### src/rtl/stb_uinst_arb.sv
// Round-robin arbiter that shares one stb_shell micro-instruction port between N_REQ requesters.
// Issues one aligned instruction at a time as a single-cycle pulse and tracks it to completion.
module stb_uinst_arb #(
    parameter int unsigned N_REQ          = 4,
    parameter int unsigned ADDR_WIDTH     = 32,
    parameter int unsigned UR_ADDR_WIDTH  = 11,
    parameter int unsigned TIMEOUT_CYCLES = 4096,
    localparam int unsigned PW            = 16 + ADDR_WIDTH + UR_ADDR_WIDTH,
    localparam int unsigned IDW           = (N_REQ > 1) ? $clog2(N_REQ) : 1
) (
    input  logic                     clk,
    input  logic                     rst_n,
    input  logic [N_REQ-1:0]         i_req_valid,
    output logic [N_REQ-1:0]         o_req_ready,
    input  logic [N_REQ*PW-1:0]      i_req_payload,
    output logic                     o_micro_inst_u_valid,
    output logic [5:0]               o_micro_inst_u_smc_strb,
    output logic [3:0]               o_micro_inst_u_byte_strb,
    output logic [1:0]               o_micro_inst_u_brst,
    output logic [ADDR_WIDTH-1:0]    o_micro_inst_u_gr_base_addr,
    output logic [3:0]               o_micro_inst_u_ur_id,
    output logic [UR_ADDR_WIDTH-1:0] o_micro_inst_u_ur_addr,
    input  logic                     i_micro_inst_d_valid,
    input  logic                     i_micro_inst_d_done,
    output logic [N_REQ-1:0]         o_req_done,
    output logic [N_REQ-1:0]         o_req_err,
    output logic                     o_busy,
    output logic [IDW-1:0]           o_grant_id
);

    typedef enum logic [1:0] {StIdle, StIssue, StBusy, StDrain} state_e;

    localparam int unsigned    WDW      = $clog2(TIMEOUT_CYCLES) + 1;
    localparam logic [WDW-1:0] WdogLast = WDW'(TIMEOUT_CYCLES - 1);
    localparam int unsigned    IdOff    = UR_ADDR_WIDTH;
    localparam int unsigned    AddrOff  = UR_ADDR_WIDTH + 4;
    localparam int unsigned    BrstOff  = AddrOff + ADDR_WIDTH;
    localparam int unsigned    ByteOff  = BrstOff + 2;
    localparam int unsigned    SmcOff   = ByteOff + 4;

    state_e               state_q, state_d;
    logic [IDW-1:0]       rr_q, rr_d;
    logic [IDW-1:0]       grant_q, grant_d;
    logic [WDW-1:0]       wdog_q, wdog_d;
    logic [PW-1:0]        inst_q, inst_d;
    logic                 u_valid_q, u_valid_d;
    logic [N_REQ-1:0]     done_q, done_d;
    logic [N_REQ-1:0]     err_q, err_d;

    logic [PW-1:0]        pl_arr [N_REQ];
    logic                 found;
    logic [IDW-1:0]       gsel;
    logic [PW-1:0]        sel_pl;
    logic                 aligned;
    logic                 unused_d_valid;

    // Acceptance handshake is not needed for sequencing; completion alone drives the FSM.
    assign unused_d_valid = i_micro_inst_d_valid;

    for (genvar k = 0; k < N_REQ; k++) begin : g_pl
        assign pl_arr[k] = i_req_payload[k*PW +: PW];
    end

    function automatic logic [IDW-1:0] rot_idx(input logic [IDW-1:0] base,
                                               input int unsigned off);
        return IDW'((32'(base) + off) % N_REQ);
    endfunction

    // First valid requester at or after the rr pointer, wrapping.
    always_comb begin
        found = 1'b0;
        gsel  = '0;
        for (int unsigned i = 0; i < N_REQ; i++) begin
            if (!found && i_req_valid[rot_idx(rr_q, i)]) begin
                found = 1'b1;
                gsel  = rot_idx(rr_q, i);
            end
        end
    end

    assign sel_pl  = pl_arr[gsel];
    assign aligned = (sel_pl[AddrOff +: 4] == 4'h0);

    always_comb begin
        state_d     = state_q;
        rr_d        = rr_q;
        grant_d     = grant_q;
        wdog_d      = wdog_q;
        inst_d      = inst_q;
        u_valid_d   = 1'b0;
        done_d      = '0;
        err_d       = '0;
        o_req_ready = '0;
        case (state_q)
            StIdle: begin
                if (found) begin
                    o_req_ready[gsel] = 1'b1;
                    grant_d           = gsel;
                    rr_d              = (gsel == IDW'(N_REQ - 1)) ? '0 : gsel + 1'b1;
                    if (aligned) begin
                        inst_d    = sel_pl;
                        u_valid_d = 1'b1;
                        state_d   = StIssue;
                    end else begin
                        err_d[gsel] = 1'b1;
                    end
                end
            end
            StIssue: begin
                // Completion seen here is a protocol violation and is dropped.
                state_d = StBusy;
                wdog_d  = '0;
            end
            StBusy: begin
                if (i_micro_inst_d_done) begin
                    done_d[grant_q] = 1'b1;
                    state_d         = StIdle;
                end else if (wdog_q == WdogLast) begin
                    err_d[grant_q] = 1'b1;
                    state_d        = StDrain;
                end else begin
                    wdog_d = wdog_q + 1'b1;
                end
            end
            StDrain: begin
                if (i_micro_inst_d_done) begin
                    state_d = StIdle;
                end
            end
            default: state_d = StIdle;
        endcase
    end

    always_ff @(posedge clk or negedge rst_n) begin
        if (!rst_n) begin
            state_q   <= StIdle;
            rr_q      <= '0;
            grant_q   <= '0;
            wdog_q    <= '0;
            inst_q    <= '0;
            u_valid_q <= 1'b0;
            done_q    <= '0;
            err_q     <= '0;
        end else begin
            state_q   <= state_d;
            rr_q      <= rr_d;
            grant_q   <= grant_d;
            wdog_q    <= wdog_d;
            inst_q    <= inst_d;
            u_valid_q <= u_valid_d;
            done_q    <= done_d;
            err_q     <= err_d;
        end
    end

    assign o_micro_inst_u_valid        = u_valid_q;
    assign o_micro_inst_u_ur_addr      = inst_q[0 +: UR_ADDR_WIDTH];
    assign o_micro_inst_u_ur_id        = inst_q[IdOff +: 4];
    assign o_micro_inst_u_gr_base_addr = inst_q[AddrOff +: ADDR_WIDTH];
    assign o_micro_inst_u_brst         = inst_q[BrstOff +: 2];
    assign o_micro_inst_u_byte_strb    = inst_q[ByteOff +: 4];
    assign o_micro_inst_u_smc_strb     = inst_q[SmcOff +: 6];
    assign o_req_done                  = done_q;
    assign o_req_err                   = err_q;
    assign o_busy                      = (state_q != StIdle);
    assign o_grant_id                  = grant_q;

endmodule

### config.mk
export PLATFORM = sky130hd
export DESIGN_NAME = stb_uinst_arb
export DESIGN_NICKNAME = d
export VERILOG_FILES = /design/src/rtl/stb_uinst_arb.sv
export SDC_FILE = /design/constraint.sdc
export NUM_CORES = 1
export LEC_CHECK = 0
export BUFFER_PORTS_ARGS = -buffer_cell sky130_fd_sc_hd__buf_4
export CORE_AREA = 2 2 123 125
export DETAILED_ROUTE_END_ITERATION = 8
export DIE_AREA = 0 0 125 127
export GPL_TIMING_DRIVEN = 0
export PLACE_DENSITY_LB_ADDON = 0.15
export SETUP_SLACK_MARGIN = 0.02
export SLEW_MARGIN = 20
export SYNTH_ARGS = -nofsm -noshare
export SYNTH_HDL_FRONTEND = slang
export SYNTH_SLANG_ARGS = --single-unit
### constraint.sdc
create_clock -name clk -period 4.35 [get_ports clk]
set_input_delay 0.6525 -clock clk [delete_from_list [all_inputs] [get_ports clk]]
set_output_delay 0.6525 -clock clk [all_outputs]
set_load 0.01 [all_outputs]
==> impl_metrics.env <==
export IMPL_setup_tns_ns=0
export IMPL_grt_max_degree=88
export IMPL_period_share_pct=78.5
export IMPL_min_path_type="primary input to async pin"
export IMPL_cts_sinks=87
export IMPL_grtUsageTotal_pct=21.8
export IMPL_netlist_area_mm2=0.00543
export IMPL_hpwlAfterDp_um=14100
export IMPL_finClkSkew_ns=0.00593
export IMPL_yosys_warnings=0
export IMPL_grt_pass1_vias=5110
export IMPL_die_area_mm2=0.0159
export IMPL_clkTransAtPathRegs_ns=0.06
export IMPL_p_leak_uw=0.00459
export IMPL_syn_to_final_growth_pct=53.8
export IMPL_critPathMaxFanout=11
export IMPL_vdd_ir_drop_max_uv=260
export IMPL_total_power_uw=4500
export IMPL_async_flop_share_pct=100
export IMPL_htree_levels=3
export IMPL_numCtsBuffers=9
export IMPL_cap_viol_max_count=0
export IMPL_powerDensity_mw_per_mm2=539
export IMPL_drv_slew=0
export IMPL_final_antenna_net_count=0
export IMPL_ys_types=38
export IMPL_ys_seq_area_share_pct=40.1
export IMPL_clkLatencyLatePin_ns=0.34
export IMPL_grt_first_pass_wirelength_um=27100
export IMPL_wire_per_inst_um=18.0
export IMPL_dr_pass1_iters=4
export IMPL_rsz0062_at_grt="no"
export IMPL_layout_commonest_cell="buf_4"
export IMPL_start_util_pct=37.6
export IMPL_final_cell_mix="buf_4 (320), mux2i_1 (168), dfrtp_1 (87), mux2_1 (46), nor2_1 (17)"
export IMPL_ios=319
export IMPL_postCtsSetupRepairBufs=0
export IMPL_syn_nets=718
export IMPL_routabilityCongestion=0.939
export IMPL_ctsLongestPathBuffers=2
export IMPL_num_fill_cells=1257
export IMPL_post_cts_resized=0
export IMPL_antenna_found_initial=0
export IMPL_die_w_um=125
export IMPL_cp_end_kind="output pin"
export IMPL_final_hold_viol_count=0
export IMPL_syn_avg_cell_area_um2=11.6
export IMPL_synth_cells=469
export IMPL_setup_viol=0
export IMPL_diodes=0
export IMPL_fin_nets=1045
export IMPL_grt_overflow_total=0
export IMPL_numPortBuffers=316
export IMPL_arrival_ns=2.76
export IMPL_drive_gt1_share_pct=45.9
export IMPL_core_mm2=0.0144
export IMPL_vias=5013
export IMPL_start_kind="flip-flop"
export IMPL_tritoncts="yes"
export IMPL_cp_required_ns=3.70
export IMPL_critPathKind="flip-flop to output pin"
export IMPL_synth_edff_count=0
export IMPL_status="completed"
export IMPL_die_height_um=127
export IMPL_wl_um=17700
export IMPL_ctsHoldBuffers=0
export IMPL_tightest_slew_ns=0.812
export IMPL_via_per_inst=5.09
export IMPL_clock_root_buffer="clkbuf_16"
export IMPL_rows=44
export IMPL_fin_crit_ns=3.41
export IMPL_slew_headroom_pct=45.9
export IMPL_drc=0
export IMPL_synth_flop_cell="dfrtp_1"
export IMPL_ys_seq_elements=87
export IMPL_drt_initial_drc_count=153
export IMPL_fmax_ghz=0.293
-- stage by stage --
| step | cells | utilization, % | hold WS [ns] | setup WS, ns | cell area, um2 |
|---|---|---|---|---|---|
| after detailed placement | 969 | 55.7 | 0.473 | 0.915 | 8030 |
| after global placement | 969 | 55.7 | 0.472 | 0.946 | 8030 |
| final | 985 | 57.9 | 0.317 | 0.935 | 8350 |
| after floorplan | 469 | - | 0.357 | 1.67 | 5430 |
| after CTS | 985 | 57.9 | 0.496 | 0.896 | 8340 |
| after global routing | 985 | 57.9 | 0.431 | 0.654 | 8350 |
-- cells in the mapped netlist (3+ instances only) --
library cell  instances  area (um2)
dfrtp_1              87        2180
ha_1                  5        62.6
nand2_1              13        48.8
nor3_1                8        40.0
a22o_1                3        26.3
nand4_1               3        18.8
nor2b_1               3        18.8
buf_1                 4        15.0
buf_2                15        75.1
a21oi_1               8        40.0
and2_1                9        56.3
nor2_1               17        63.8
nand2b_1              3        18.8
xor2_1                6        52.6
o21ai_0               3        15.0
and3_1                4        25.0
nand3_1               8        40.0
mux2_1               46         518
mux2_2               11         124
buf_4                 5        37.5
a32o_1                4        40.0
mux2i_1             168        1680
inv_2                 4        15.0
clkbuf_1              7        26.3
nor4_1                5        31.3
inv_1                 4        15.0
-- area by class of cell --
class / instances / area (um2) / area share (%)
well taps: 184 / 230 / 2.76
multi-input cells: 343 / 3070 / 36.7
clock buffers: 10 / 229 / 2.74
plain buffers: 31 / 154 / 1.84
repair buffers: 316 / 2380 / 28.5
flip-flops and latches: 87 / 2180 / 26.1
inverters: 8 / 30.0 / 0.360
clock inverters: 6 / 85.1 / 1.02
-- routing by layer --
metal / vias up / part of all wire [%] / global-route usage [%]
met1: 2423 / 37 / 24.4
li1: 2366 / - / -
met3: 28 / 7.1 / 5.57
met4: 0 / 2.8 / 8.69
met2: 196 / 53 / 39.5
met5: - / 0 / 0
-- final timing paths --
path	end	depth (start not counted)	startpoint	slack, ns
setup / recovery	o_req_ready[3]	10	rr_q[0]	0.94
hold / removal	inst_q[48]	1	rst_n	0.32
setup reg to reg	inst_q[22]	8	rr_q[0]	1.64
hold reg to reg	inst_q[42]	1	inst_q[42]	0.49
max in group asynchronous	o_req_err[3]	1	rst_n	3.42
min in group clk	inst_q[42]	1	inst_q[42]	0.49
-- state kept, by name (all words and copies together), names as in the netlist --
register,count
wdog_q,13
o_req_err,4
rr_q,2
o_grant_id,2
inst_q,59
o_req_done,4
state_q,2
o_micro_inst_u_valid,1
-- critical path: stages, from the launching register on --
cell	delay (ns)
dfrtp_1	0.40
nor2b_1	0.19
nand3_1	0.09
nand4_1	0.08
clkbuf_1	0.32
buf_2	0.37
buf_2	0.35
inv_1	0.12
ha_1	0.20
and2_1	0.15
buf_4	0.15
-- report_power, final --
| part | total (uW) | switching (uW) | internal, uW |
|---|---|---|---|
| sequential | 1320 | 195 | 1130 |
| combinational | 2360 | 1140 | 1220 |
| clock | 821 | 320 | 501 |
-- cells by family (layout without fill, tap and decap cells) --
| kind of cell | count (synthesis) | in the layout | synth area share [%] |
|---|---|---|---|
| XOR/XNOR | 7 | 7 | 1.13 |
| adder cells (fa/ha/maj) | 5 | 5 | 1.15 |
| flip-flops | 87 | 87 | 40.1 |
| AND/OR/NAND/NOR | 76 | 76 | 7.12 |
| buffers and inverters | 39 | 371 | 3.39 |
| multiplexers | 225 | 225 | 42.8 |
| AO/OA/AOI/OAI | 30 | 30 | 4.29 |
(Power assumes the default switching activity.)
